`src/rtl/dmem_arb_pkg.sv`:
```
// ---------------------------------------------------------------------------
// dmem_arb_pkg
// Shared types and constants for the data-memory arbiter and its helpers.
//   DMEM_AW     : word-address width of the data SRAM.
//   BMASK_FULL  : store mask that writes all four byte lanes.
//   BMASK_NONE  : store mask that writes nothing (accepted as a no-op).
//   arbState_e  : arbiter sequencer state (ARB_IDLE, ARB_RMW).
//   dmemReq_t   : one requester's store/load request (we, addr, bmask, wdata).
// ---------------------------------------------------------------------------
package dmem_arb_pkg;

  localparam int DMEM_AW = 16;

  localparam logic [3:0] BMASK_FULL = 4'hF;
  localparam logic [3:0] BMASK_NONE = 4'h0;

  typedef enum logic {
    ARB_IDLE = 1'b0,
    ARB_RMW  = 1'b1
  } arbState_e;

  typedef struct packed {
    logic               we;
    logic [DMEM_AW-1:0] addr;
    logic [3:0]         bmask;
    logic [31:0]        wdata;
  } dmemReq_t;

endpackage

```
`src/rtl/dmem_byte_merge.sv`:
```
// ---------------------------------------------------------------------------
// dmem_byte_merge
// Combinational byte-lane merge: each lane whose mask bit is set takes the
// new word's byte, every other lane keeps the old word's byte. Also used by
// the cache fill path.
//   oldWord_i [31:0] : word currently stored in memory
//   newWord_i [31:0] : store data, byte lanes aligned
//   mask_i    [3:0]  : bit k selects byte k from newWord_i
//   merged_o  [31:0] : merged word
// ---------------------------------------------------------------------------
module dmem_byte_merge (
  input  logic [31:0] oldWord_i,
  input  logic [31:0] newWord_i,
  input  logic [3:0]  mask_i,
  output logic [31:0] merged_o
);

  // Start from the old word and overwrite only the enabled lanes.
  always_comb begin
    merged_o = oldWord_i;
    for (int k = 0; k < 4; k++) begin
      if (mask_i[k]) begin
        merged_o[8*k +: 8] = newWord_i[8*k +: 8];
      end
    end
  end

endmodule

```
`src/rtl/dmem_arbiter.sv`:
```
// ---------------------------------------------------------------------------
// dmem_arbiter
// Shares the word-wide data SRAM (synchronous write, combinational read)
// between the core LSU (port 0) and a DMA/debug requester (port 1). Adds
// byte-masked stores via a two-cycle read-modify-write, bounds-checks word
// addresses against DEPTH and returns registered load data.
//
// Configuration macro: DMEM_ARB_RR_EN
//   defined   : round-robin between the ports on conflict (1-bit pointer)
//   undefined : fixed priority, port 0 always wins
//
// Ports (N = 0, 1):
//   i_clk, i_rst_n       : clock, asynchronous active-low reset
//   i_pN_valid/o_pN_ready: request handshake
//   i_pN_we              : 1 = store, 0 = load
//   i_pN_addr [AW]       : word address
//   i_pN_bmask [4]       : store byte enables
//   i_pN_wdata [32]      : store data
//   o_pN_rvalid          : one-cycle load response pulse
//   o_pN_rdata [32]      : load data
//   o_mem_addr/o_mem_wren/o_mem_wdata : to the SRAM
//   i_mem_rdata [32]     : combinational SRAM read data
// ---------------------------------------------------------------------------
module dmem_arbiter
  import dmem_arb_pkg::*;
#(
  parameter int DEPTH = 1024,
  parameter int AW    = DMEM_AW
) (
  input  logic          i_clk,
  input  logic          i_rst_n,
  input  logic          i_p0_valid,
  output logic          o_p0_ready,
  input  logic          i_p0_we,
  input  logic [AW-1:0] i_p0_addr,
  input  logic [3:0]    i_p0_bmask,
  input  logic [31:0]   i_p0_wdata,
  output logic          o_p0_rvalid,
  output logic [31:0]   o_p0_rdata,
  input  logic          i_p1_valid,
  output logic          o_p1_ready,
  input  logic          i_p1_we,
  input  logic [AW-1:0] i_p1_addr,
  input  logic [3:0]    i_p1_bmask,
  input  logic [31:0]   i_p1_wdata,
  output logic          o_p1_rvalid,
  output logic [31:0]   o_p1_rdata,
  output logic [AW-1:0] o_mem_addr,
  output logic          o_mem_wren,
  output logic [31:0]   o_mem_wdata,
  input  logic [31:0]   i_mem_rdata
);

  localparam logic [DMEM_AW-1:0] DepthA = DMEM_AW'(DEPTH);

  arbState_e     state_q;
  logic [AW-1:0] capAddr_q;
  logic [31:0]   merged_q;
  logic          rvalid0_q, rvalid1_q;
  logic [31:0]   rdata0_q, rdata1_q;

  dmemReq_t    req0, req1, reqSel;
  logic        grant1, isIdle, xfer, inRange, isFull, isNone;
  logic        fullWrite, startRmw, loadXfer;
  logic [31:0] loadData, mergedNow;

  assign req0 = '{we: i_p0_we, addr: DMEM_AW'(i_p0_addr), bmask: i_p0_bmask, wdata: i_p0_wdata};
  assign req1 = '{we: i_p1_we, addr: DMEM_AW'(i_p1_addr), bmask: i_p1_bmask, wdata: i_p1_wdata};

`ifdef DMEM_ARB_RR_EN
  // last_q remembers which port won the previous transfer; on a conflict
  // the other port wins. Reset value 1 makes port 0 win the first conflict.
  logic last_q;
  assign grant1 = i_p1_valid & (~i_p0_valid | ~last_q);
`else
  assign grant1 = i_p1_valid & ~i_p0_valid;
`endif

  assign reqSel = grant1 ? req1 : req0;
  assign isIdle = (state_q == ARB_IDLE);

  // Readies are gated by reset and by the RMW cycle.
  assign o_p0_ready = i_rst_n & isIdle & i_p0_valid & ~grant1;
  assign o_p1_ready = i_rst_n & isIdle & grant1;
  assign xfer       = o_p0_ready | o_p1_ready;

  assign inRange   = (reqSel.addr < DepthA);
  assign isFull    = (reqSel.bmask == BMASK_FULL);
  assign isNone    = (reqSel.bmask == BMASK_NONE);
  assign fullWrite = xfer & reqSel.we & inRange & isFull;
  assign startRmw  = xfer & reqSel.we & inRange & ~isFull & ~isNone;
  assign loadXfer  = xfer & ~reqSel.we;
  assign loadData  = inRange ? i_mem_rdata : 32'h0;

  dmem_byte_merge uMerge (
    .oldWord_i (i_mem_rdata),
    .newWord_i (reqSel.wdata),
    .mask_i    (reqSel.bmask),
    .merged_o  (mergedNow)
  );

  // During RMW the captured address and merged word own the memory port.
  assign o_mem_addr  = isIdle ? AW'(reqSel.addr) : capAddr_q;
  assign o_mem_wdata = isIdle ? reqSel.wdata : merged_q;
  assign o_mem_wren  = i_rst_n & (~isIdle | fullWrite);

  assign o_p0_rvalid = rvalid0_q;
  assign o_p1_rvalid = rvalid1_q;
  assign o_p0_rdata  = rdata0_q;
  assign o_p1_rdata  = rdata1_q;

  // Sequencer: a partial in-range store captures its merged word and spends
  // one extra cycle writing it. Load data is registered from the
  // combinational read in the transfer cycle, so a same-cycle write is not
  // yet visible.
  always_ff @(posedge i_clk or negedge i_rst_n) begin
    if (!i_rst_n) begin
      state_q   <= ARB_IDLE;
      capAddr_q <= '0;
      merged_q  <= '0;
      rvalid0_q <= 1'b0;
      rvalid1_q <= 1'b0;
      rdata0_q  <= '0;
      rdata1_q  <= '0;
    end else begin
      rvalid0_q <= loadXfer & ~grant1;
      rvalid1_q <= loadXfer & grant1;
      if (loadXfer & ~grant1) rdata0_q <= loadData;
      if (loadXfer & grant1)  rdata1_q <= loadData;
      case (state_q)
        ARB_IDLE: begin
          if (startRmw) begin
            capAddr_q <= AW'(reqSel.addr);
            merged_q  <= mergedNow;
            state_q   <= ARB_RMW;
          end
        end
        ARB_RMW: state_q <= ARB_IDLE;
        default: state_q <= ARB_IDLE;
      endcase
    end
  end

`ifdef DMEM_ARB_RR_EN
  // The pointer follows every transfer, including no-op and out-of-range ones.
  always_ff @(posedge i_clk or negedge i_rst_n) begin
    if (!i_rst_n) begin
      last_q <= 1'b1;
    end else if (xfer) begin
      last_q <= grant1;
    end
  end
`endif

endmodule
```
`config.mk`:
```
export PLATFORM = sky130hd
export DESIGN_NAME = dmem_arbiter
export DESIGN_NICKNAME = d
export VERILOG_FILES = /design/src/rtl/dmem_arb_pkg.sv /design/src/rtl/dmem_byte_merge.sv /design/src/rtl/dmem_arbiter.sv
export SDC_FILE = /design/constraint.sdc
export NUM_CORES = 1
export LEC_CHECK = 0
export BUFFER_PORTS_ARGS = -buffer_cell sky130_fd_sc_hd__clkbuf_2
export CORE_MARGIN = 2
export CORE_UTILIZATION = 49
export DETAILED_ROUTE_END_ITERATION = 8
export GPL_TIMING_DRIVEN = 0
export PLACE_DENSITY = 0.83
export SETUP_SLACK_MARGIN = 0.15
export SLEW_MARGIN = 20
export SYNTH_ARGS = -nofsm -noshare
export SYNTH_HDL_FRONTEND = slang
export SYNTH_SLANG_ARGS = --single-unit
```
`constraint.sdc`:
```
create_clock -name i_clk -period 2.6 [get_ports i_clk]
set_clock_uncertainty 0.2 [all_clocks]
set_input_delay 0.52 -clock i_clk [delete_from_list [all_inputs] [get_ports i_clk]]
set_output_delay 0.52 -clock i_clk [all_outputs]
set_load 0.005 [all_outputs]
```
* Yosys cells after proc, flatten, opt, wreduce, memory -nomap -nowiden *
Cells that the tools add are included.

operators by class
  multipliers = 0
  equal/unequal tests = 1
  bitwise logic cells = 22
  shifts and indexed selects = 0
  add/subtract/negate cells = 0
  multiplexer cells = 10
  order comparisons = 1
  reductions and logical operators = 2
  divide/modulo/power cells = 0

operator list
  cell                    count
  $mux W32                2
  $mux W53                1
  $mux W8                 4
  $lt A16 B11 Y1 const B  1
  $mux W16                1
  $and A1 B1 Y1           14
  $not A1 Y1              6
  $eq A4 B4 Y1 const B    1
  $logic_not A4 Y1        1
  $or A1 B1 Y1            2
  $pmux W1 S2             1
  $reduce_and A2 Y1       1
  $mux W1                 1

storage, ports and cells
  memories = 0
  bits in writable memories = 0
  bits in latches = 0
  memory bits (read-only) = 0
  flip-flop bits (word level) = 115
  logic and storage cells = 43

* Longest topological paths before layout *
Gate-level depths: netlist (run 1).

  depth after elaboration = 11
  mapped depth = 7
  mapped depth without buffers = 4

* Cells and area by module *
A second synthesis (run 1) with hierarchy kept.

unflattened totals
  cell total of the unflattened synthesis = 531
  area total of the unflattened synthesis = 6,229.7 µm²

by module, submodules not included
  module           instances  area each (µm²)  cells an instance
  dmem_arbiter     1          5,704.2          495
  dmem_byte_merge  1          525.5            36

* Least setup slack after synthesis (run 1) *
OpenSTA, ideal clock, no wires.

  path type = input -> output
  from = in i_p0_valid
  to = out o_mem_wren
  stages = 6
  setup slack = 0.332 ns
  data arrival time = 1.548 ns
  path buffers = 2
  path through = nand2b_1 buf_4 buf_6 mux2_2 a211oi_1 o21a_1

on the way
  cells in the longest elaborated chain, start to end = 10

ends and longest elaborated chain
  item                                                                    RTL line             source
  from (decl)                                                             dmem_arbiter.sv:32   input logic i_p0_valid,
  parallel branches: the longest is 7 deep, another holds $lt A16 B11 Y1  -
  $and A1 B1 Y1 *                                                         dmem_arbiter.sv:90   assign fullWrite = xfer & reqSel.we & inRange & isFull;
  $or A1 B1 Y1 *                                                          dmem_arbiter.sv:105  assign o_mem_wren = i_rst_n & (~isIdle | fullWrite);
  $and A1 B1 Y1 *                                                         dmem_arbiter.sv:105
  to (decl)                                                               dmem_arbiter.sv:49   output logic o_mem_wren,

Mark *: on every way between the ends.

* Worst setup path in the final report (run 1) *
  from = in i_p0_valid
  to = out o_mem_wdata[7]

on the way
  cells in the longest elaborated chain, start to end = 4

ends and longest elaborated chain
  item           RTL line             source
  $not A1 Y1     dmem_arbiter.sv:76   assign grant1 = i_p1_valid & ~i_p0_valid;
  $and A1 B1 Y1  dmem_arbiter.sv:76
  $mux W53       dmem_arbiter.sv:79   assign reqSel = grant1 ? req1 : req0;
  $mux W32       dmem_arbiter.sv:104  assign o_mem_wdata = isIdle ? reqSel.wdata : merged_q;
  to (decl)      dmem_arbiter.sv:50   output logic [31:0] o_mem_wdata,

Every way passes these cells.

==> flow_metrics.py, run 1 <==
metrics = {
    "critical_path": {
        "r2r-end": "o_p0_rdata[26]",
        "ff2ff_setup_slack_ns": 0.37,
        "crit_family": "multiplexers",
        "reg2reg_depth": 6,
        "crit_required_ns": 1.88,
        "arrival_ns": 1.76,
        "max_stage_delay_ns": 0.31,
        "endpoint_kind": "output port",
        "cp_slowest_cell": "mux2_4",
        "crit_type": "primary input to output port",
        "cp.buffers_inverters": 4,
        "cp_cell_sequence": "buf_8 > nand2b_4 > buf_12 > buf_8 > mux2_4 > mux2_4 > buf_6",
        "r2r_start": "state_q",
        "startpoint_type": "primary input",
        "path_max_fanout": 6,
    },
    "worst_hold_path": {
        "hold_path_class": "primary input to async pin",
    },
    "yosys": {
        "seq_area_frac_synth_pct": 46.55,
        "synth_ff_type": "dfrtp_1",
        "synth_area_per_cell_um2": 10.17,
        "synth_area_mm2": 0.006182,
        "ys_types": 30,
        "synthArstFlopShare_pct": 100.0,
        "syn_nets": 750,
        "synth_warnings": 0,
        "synth_edf_count": 0,
        "syn_inst": 608,
        "synthTopCellsByArea": "dfrtp_1 (47%), mux2_2 (15%), o31ai_1 (7.8%)",
        "yosys.area.top_type": "dfrtp_1",
        "synth_top_area_share_pct": 46.55,
        "ys_seq_elements": 115,
    },
    "sta": {
        "slew_violations": 0,
        "period_share_pct": 95.31,
        "tightest_slew_ns": 0.5480,
        "setup_viol": 0,
        "slew_headroom_pct": 63.47,
        "fmax_mhz": 403.6,
        "rsz0062_at_grt": "yes",
        "hold_viol": 0,
        "period_needed_ns": 2.478,
    },
    "power": {
        "p_total_uw": 5018,
        "p_int_uw": 3664,
        "switching_share_pct": 26.99,
        "irDropWorstVdd_mv": 0.3474,
        "pwr-share-comb_pct": 14.3,
        "power_density_mw_per_mm2": 569.6,
        "power_frac_clock_pct": 48.5,
        "p_sw_uw": 1354,
        "p_seq_share_pct": 37.2,
        "p_leak_uw": 0.004661,
    },
    "routing": {
        "finalWirelength_um": 20780,
        "via_per_inst": 5.509,
        "vias": 5972,
        "first_pass_iters": 5,
        "drtIter0Drc": 427,
        "routedWlPerCell_um": 19.17,
        "drc": 0,
        "antenna_left": 0,
    },
    "clock_network": {
        "cts_max_level": 4,
        "clk_pin_slew_worst_paths_ns": 0.07,
        "cts-buffers-inserted": 17,
        "cts_sinks": 115,
        "clock_latency_ns": 0.41,
        "clockRootBuffer": "clkbuf_16",
        "cts_tree": "built",
        "max-clock-path-buffers": 2,
    },
    "place": {
        "post-dp-hpwl_um": 15010,
        "gp_congestion": 0.9406,
        "place.port_buffers": 258,
    },
    "cells_and_area": {
        "final_common_cell": "clkbuf_2",
        "antenna-diode-count": 0,
        "nets": 1041,
        "layout_common_cells": "clkbuf_2 (253), dfrtp_1 (115), nand2_1 (114)",
        "multi_input_area_mm2": 0.002969,
        "ff_latch_area_mm2": 0.002878,
        "final_util_pct": 70.68,
        "syn_to_final_growth_pct": 42.52,
        "drive_gt1_share_pct": 47.37,
        "nFillCells": 931,
    },
    "floorplanning": {
        "core_mm2": 0.01247,
        "fp.dieH_um": 116.3,
        "initial_core_util_pct": 49.59,
        "rows": 41,
        "dieArea_mm2": 0.01353,
        "die_x_um": 116.3,
        "num_io_pins": 259,
    },
    "run_status": {
        "status": "finished, final reports clean",
    },
    "run": {
        "maxCapViolCount": 0,
    },
    "global_routing": {
        "track_usage_pct": 30.16,
        "grt_max_degree": 46,
        "grt_overflow": 0,
        "grt_pass1_vias": 5818,
        "grt_antenna_before_repair": 0,
        "grt_pass1_wl_um": 30820,
    },
}
==> registers in the layout (all words and copies together), names as in the netlist <==
name	cells
state_q	1
o_p1_rvalid	1
o_p1_rdata	32
merged_q	32
o_p0_rvalid	1
capAddr_q	16
o_p0_rdata	32
==> synth_stat cells (2+ instances only) <==
cell      instances
nand3_1           3
buf_6             3
dfrtp_1         115
buf_4             4
mux2i_1          38
o21ai_0          23
nand4_1           2
mux2_2           85
and2_1            3
mux2_1            3
nor2_1            4
inv_1            52
nand2_1         118
clkbuf_1         23
nor4_1            2
buf_2            13
nor2b_1           8
nand2b_1          2
or3_1            17
o221ai_1         16
or4_1             2
o31ai_1          64
==> layer usage <==
layer	vias up	track usage (%)	wire, um
li1	2729	-	-
met2	313	49.15	10200
met4	0	11.67	638
met5	-	0	0
met1	2868	40.21	8619
met3	62	5.501	1321
==> worst max-delay path by stage <==
stage	startpoint	to	cells past startpoint	slack (ns)
after global placement	i_rst_n	capAddr_q[9]	6	-1.87
after detailed placement	i_rst_n	merged_q[3]	7	-0.42
after global routing	i_p0_addr[12]	o_mem_wren	6	0.08
final	i_p0_valid	o_mem_wdata[7]	7	0.12
after floorplan	i_p0_valid	o_mem_wren	6	0.33
after CTS	i_p0_valid	o_mem_wdata[7]	7	0.09
==> per-stage QoR <==
stage / instances / hold WS [ns] / setup slack [ns] / instance area [um2] / TNS [ns]
6_report: 1084 / 0.01060 / 0.1220 / 8811 / 0
5_1_grt: 1084 / 0.01198 / 0.07587 / 8811 / 0
4_1_cts: 1080 / 0.0001703 / 0.08959 / 8615 / 0
3_5_place_dp: 1039 / 0.2647 / -0.4157 / 7725 / -32.73
3_3_place_gp: 1038 / 0.2607 / -1.871 / 7689 / -305.57
2_1_floorplan: 608 / 0.02441 / 0.3320 / 6182 / 0
==> cells by family (layout without fill, tap and decap cells) <==
family          Yosys count  in the layout  share of synthesized area, %
compound gates          106            106                         12.39
buf+inv                  96            400                         6.881
flops                   115            115                         46.55
mux                     127            127                         22.42
simple gates            164            164                         11.76
==> worst min-delay path: cells and delay by family <==
kind / cells / cell delay, ns
buf+inv: 3 / 0.48
==> power by group through the flow <==
stage | Combinational [uW] | Clock [uW] | Sequential, uW
finish | 720 | 2430 | 1870
global route | 776 | 2540 | 1870
CTS | 670 | 2440 | 1870
floorplan | 292 | 0 | 1890
global placement | 595 | 0 | 1890
detailed placement | 614 | 0 | 1900
==> area by class of cell <==
class | count | share of cell area [%]
repair buffers | 272 | 18.28
inverters | 52 | 2.215
clock buffers | 17 | 4.828
flip-flops and latches | 115 | 32.66
multi-input cells | 397 | 33.70
plain buffers | 44 | 3.777
clock inverters | 15 | 2.102
well taps | 172 | 2.442
==> what timing repair did <==
item,CTS,global route
hold buffers,3,0
buffers inserted,4,2
hold endpoints to repair,45,0
gates cloned,2,2
endpoints found under the setup margin,93,49
gates resized for setup,33,54
pin swaps,1,2
(Power assumes the default switching activity.)
==> run 2, diff against run 1 <==
--- a/config.mk
+++ b/config.mk
@@ -6,6 +6,7 @@
 export NUM_CORES = 1
 export LEC_CHECK = 0
 export BUFFER_PORTS_ARGS = -buffer_cell sky130_fd_sc_hd__clkbuf_2
+export CORE_ASPECT_RATIO = 0.8
 export CORE_MARGIN = 2
 export CORE_UTILIZATION = 49
 export DETAILED_ROUTE_END_ITERATION = 8
==> run 2 against run 1 <==
Effect of this change:
- hold slack about the same
- design area increased by 0.43%
- global-route usage decreased by 0.54 points
- clock power decreased by 2%
- via count decreased by 0.13%
- critical path type unchanged
- combinational power increased by 0.6%
- fmax increased by 0.26%
- sequential power about the same
- largest cell class unchanged
- first-iteration DRC count decreased by 3.3%
==> flow_metrics.py, run 2 (synthesized netlist as in run 1, its figures left out) <==
metrics = {
    "run_status": {
        "status": "finished, final reports clean",
    },
    "cells_and_area": {
        "layout_common_cells": "clkbuf_2 (254), dfrtp_1 (115), nand2_1 (102)",
        "drive_gt1_share_pct": 48.58,
        "nets": 1045,
        "final_common_cell": "clkbuf_2",
        "syn_to_final_growth_pct": 43.13,
    },
    "critical_path": {
        "max_stage_delay_ns": 0.31,
        "crit_required_ns": 1.88,
        "endpoint_kind": "output port",
        "reg2reg_depth": 6,
        "r2r_start": "state_q",
        "path_max_fanout": 6,
        "crit_path_start": "i_p0_valid",
        "endpoint": "o_mem_wdata[10]",
        "arrival_ns": 1.75,
        "cp_slowest_cell": "mux2_4",
        "ff2ff_setup_slack_ns": 0.32,
        "r2r-end": "capAddr_q[9]",
        "crit_type": "primary input to output port",
        "cp_cell_sequence": "buf_8 > nand2b_4 > buf_8 > clkbuf_16 > mux2_4 > mux2_4 > clkbuf_2",
        "startpoint_type": "primary input",
    },
    "sta": {
        "finalSetupTns_ns": 0,
        "period_share_pct": 95.06,
        "tightest_slew_ns": 0.5019,
        "rsz0062_at_grt": "yes",
        "period_needed_ns": 2.472,
        "setup_viol": 0,
        "slew_headroom_pct": 66.54,
        "hold_viol": 0,
        "slew_violations": 0,
        "hold_slack_ns": 0.01052,
        "fmax_mhz": 404.6,
    },
    "power": {
        "p_seq_share_pct": 37.6,
        "switching_share_pct": 26.56,
        "p_int_uw": 3648,
        "power_density_mw_per_mm2": 561.4,
        "p_leak_uw": 0.004703,
        "p_sw_uw": 1320,
        "irDropWorstVdd_mv": 0.4741,
        "pwr-share-comb_pct": 14.6,
        "power_frac_clock_pct": 47.8,
    },
    "clock_network": {
        "cts_max_level": 4,
        "clock_latency_ns": 0.40,
        "max-clock-path-buffers": 2,
        "cts_tree": "built",
        "cts-buffers-inserted": 17,
        "clockRootBuffer": "clkbuf_16",
        "cts_sinks": 115,
        "clk_pin_slew_worst_paths_ns": 0.06,
    },
    "run": {
        "maxCapViolCount": 0,
    },
    "floorplanning": {
        "die_x_um": 129.6,
        "num_io_pins": 259,
        "initial_core_util_pct": 50.46,
        "fp.dieH_um": 104.5,
        "dieArea_mm2": 0.01354,
        "core_mm2": 0.01225,
        "rows": 36,
    },
    "routing": {
        "vias": 5964,
        "via_per_inst": 5.482,
        "drc": 0,
        "finalWirelength_um": 20540,
        "routedWlPerCell_um": 18.88,
        "first_pass_iters": 5,
        "antenna_left": 0,
        "drtIter0Drc": 413,
    },
    "place": {
        "place.port_buffers": 258,
        "post-dp-hpwl_um": 14710,
        "gp_congestion": 0.9321,
    },
    "global_routing": {
        "grt_pass1_vias": 5832,
        "grt_antenna_before_repair": 1,
        "track_usage_pct": 29.62,
        "grt_max_degree": 40,
        "grt_pass1_wl_um": 31180,
        "grt_overflow": 0,
    },
    "worst_hold_path": {
        "hold_path_class": "primary input to async pin",
    },
}
-- run 2: cell count changes in the layout (fill, tap and decap cells not counted), sizes merged --
| cell | previous run | this run |
|---|---|---|
| buf | 46 | 44 |
| clkbuf | 286 | 291 |
| clkinv | 2 | 4 |
| clkinvlp | 1 | 2 |
| diode | 0 | 1 |
| dlygate4sd3 | 0 | 1 |
| inv | 62 | 59 |
-- run 2: worst max-delay path, delay by kind of cell --
family	cells	cell delay, ns
and+or+nand+nor	1	0.13
muxes	2	0.58
buffers and inverters	4	0.51
-- run 2: final cells by class --
class | count | area, um2
Inverter | 52 | 195.2
Fill cell | 934 | 3403
Buffer | 44 | 337.8
Clock buffer | 17 | 425.4
Sequential cell | 115 | 2878
Multi-Input combinational cell | 397 | 3038
Timing Repair Buffer | 276 | 1585
Tap cell | 171 | 214.0
Antenna cell | 1 | 2.502
Clock inverter | 15 | 172.7
-- run 2: per-layer routing --
metal | share of wire (%) | vias up | GRT usage (%)
met5 | 0 | - | 0
li1 | - | 2726 | -
met2 | 48 | 305 | 46.56
met4 | 2.8 | 0 | 10.29
met1 | 43 | 2886 | 41.56
met3 | 6.4 | 47 | 4.681
-- run 2: worst min-delay path by stage --
stage / start / cells past startpoint / to / slack [ns]
after global placement: o_p1_rdata[12] / 2 / o_p1_rdata[12] / 0.26
after global routing: i_rst_n / 3 / o_p1_rdata[19] / 0.02
after detailed placement: i_rst_n / 1 / merged_q[29] / 0.27
after floorplan: i_rst_n / 0 / capAddr_q[0] / 0.02
after CTS: i_rst_n / 3 / o_p1_rdata[19] / 0.007
final: i_rst_n / 3 / o_p0_rdata[17] / 0.01
-- run 2: stage by stage --
| stage | setup WS (ns) | util (%) | area [um2] | std cells | total power, uW |
|---|---|---|---|---|---|
| 4_1_cts | 0.1168 | 70.20 | 8601 | 1082 | 4910 |
| 3_3_place_gp | -1.922 | 62.75 | 7687 | 1037 | 2488 |
| 3_5_place_dp | -0.4040 | 63.04 | 7724 | 1038 | 2509 |
| 5_1_grt | 0.09731 | 72.22 | 8848 | 1088 | 5130 |
| 2_1_floorplan | 0.3320 | - | 6182 | 608 | 2183 |
| 6_report | 0.1283 | 72.22 | 8848 | 1088 | 4968 |
-- run 2: what timing repair did --
item                       in CTS  in global routing
setup buffers                   7                  3
resized for setup              33                 62
pin swaps                       2                  4
setup endpoints to repair      87                 47
hold endpoints to repair       39                  0
hold buffers                    4                  0
gates cloned                    1                  2
-- run 2: power groups by stage --
stage          Combinational (uW)  Clock, uW  Sequential (uW)
3_3_place_gp                  593          0             1890
3_5_place_dp                  612          0             1900
4_1_cts                       661       2380             1870
2_1_floorplan                 292          0             1890
5_1_grt                       782       2480             1870
6_report                      724       2380             1870
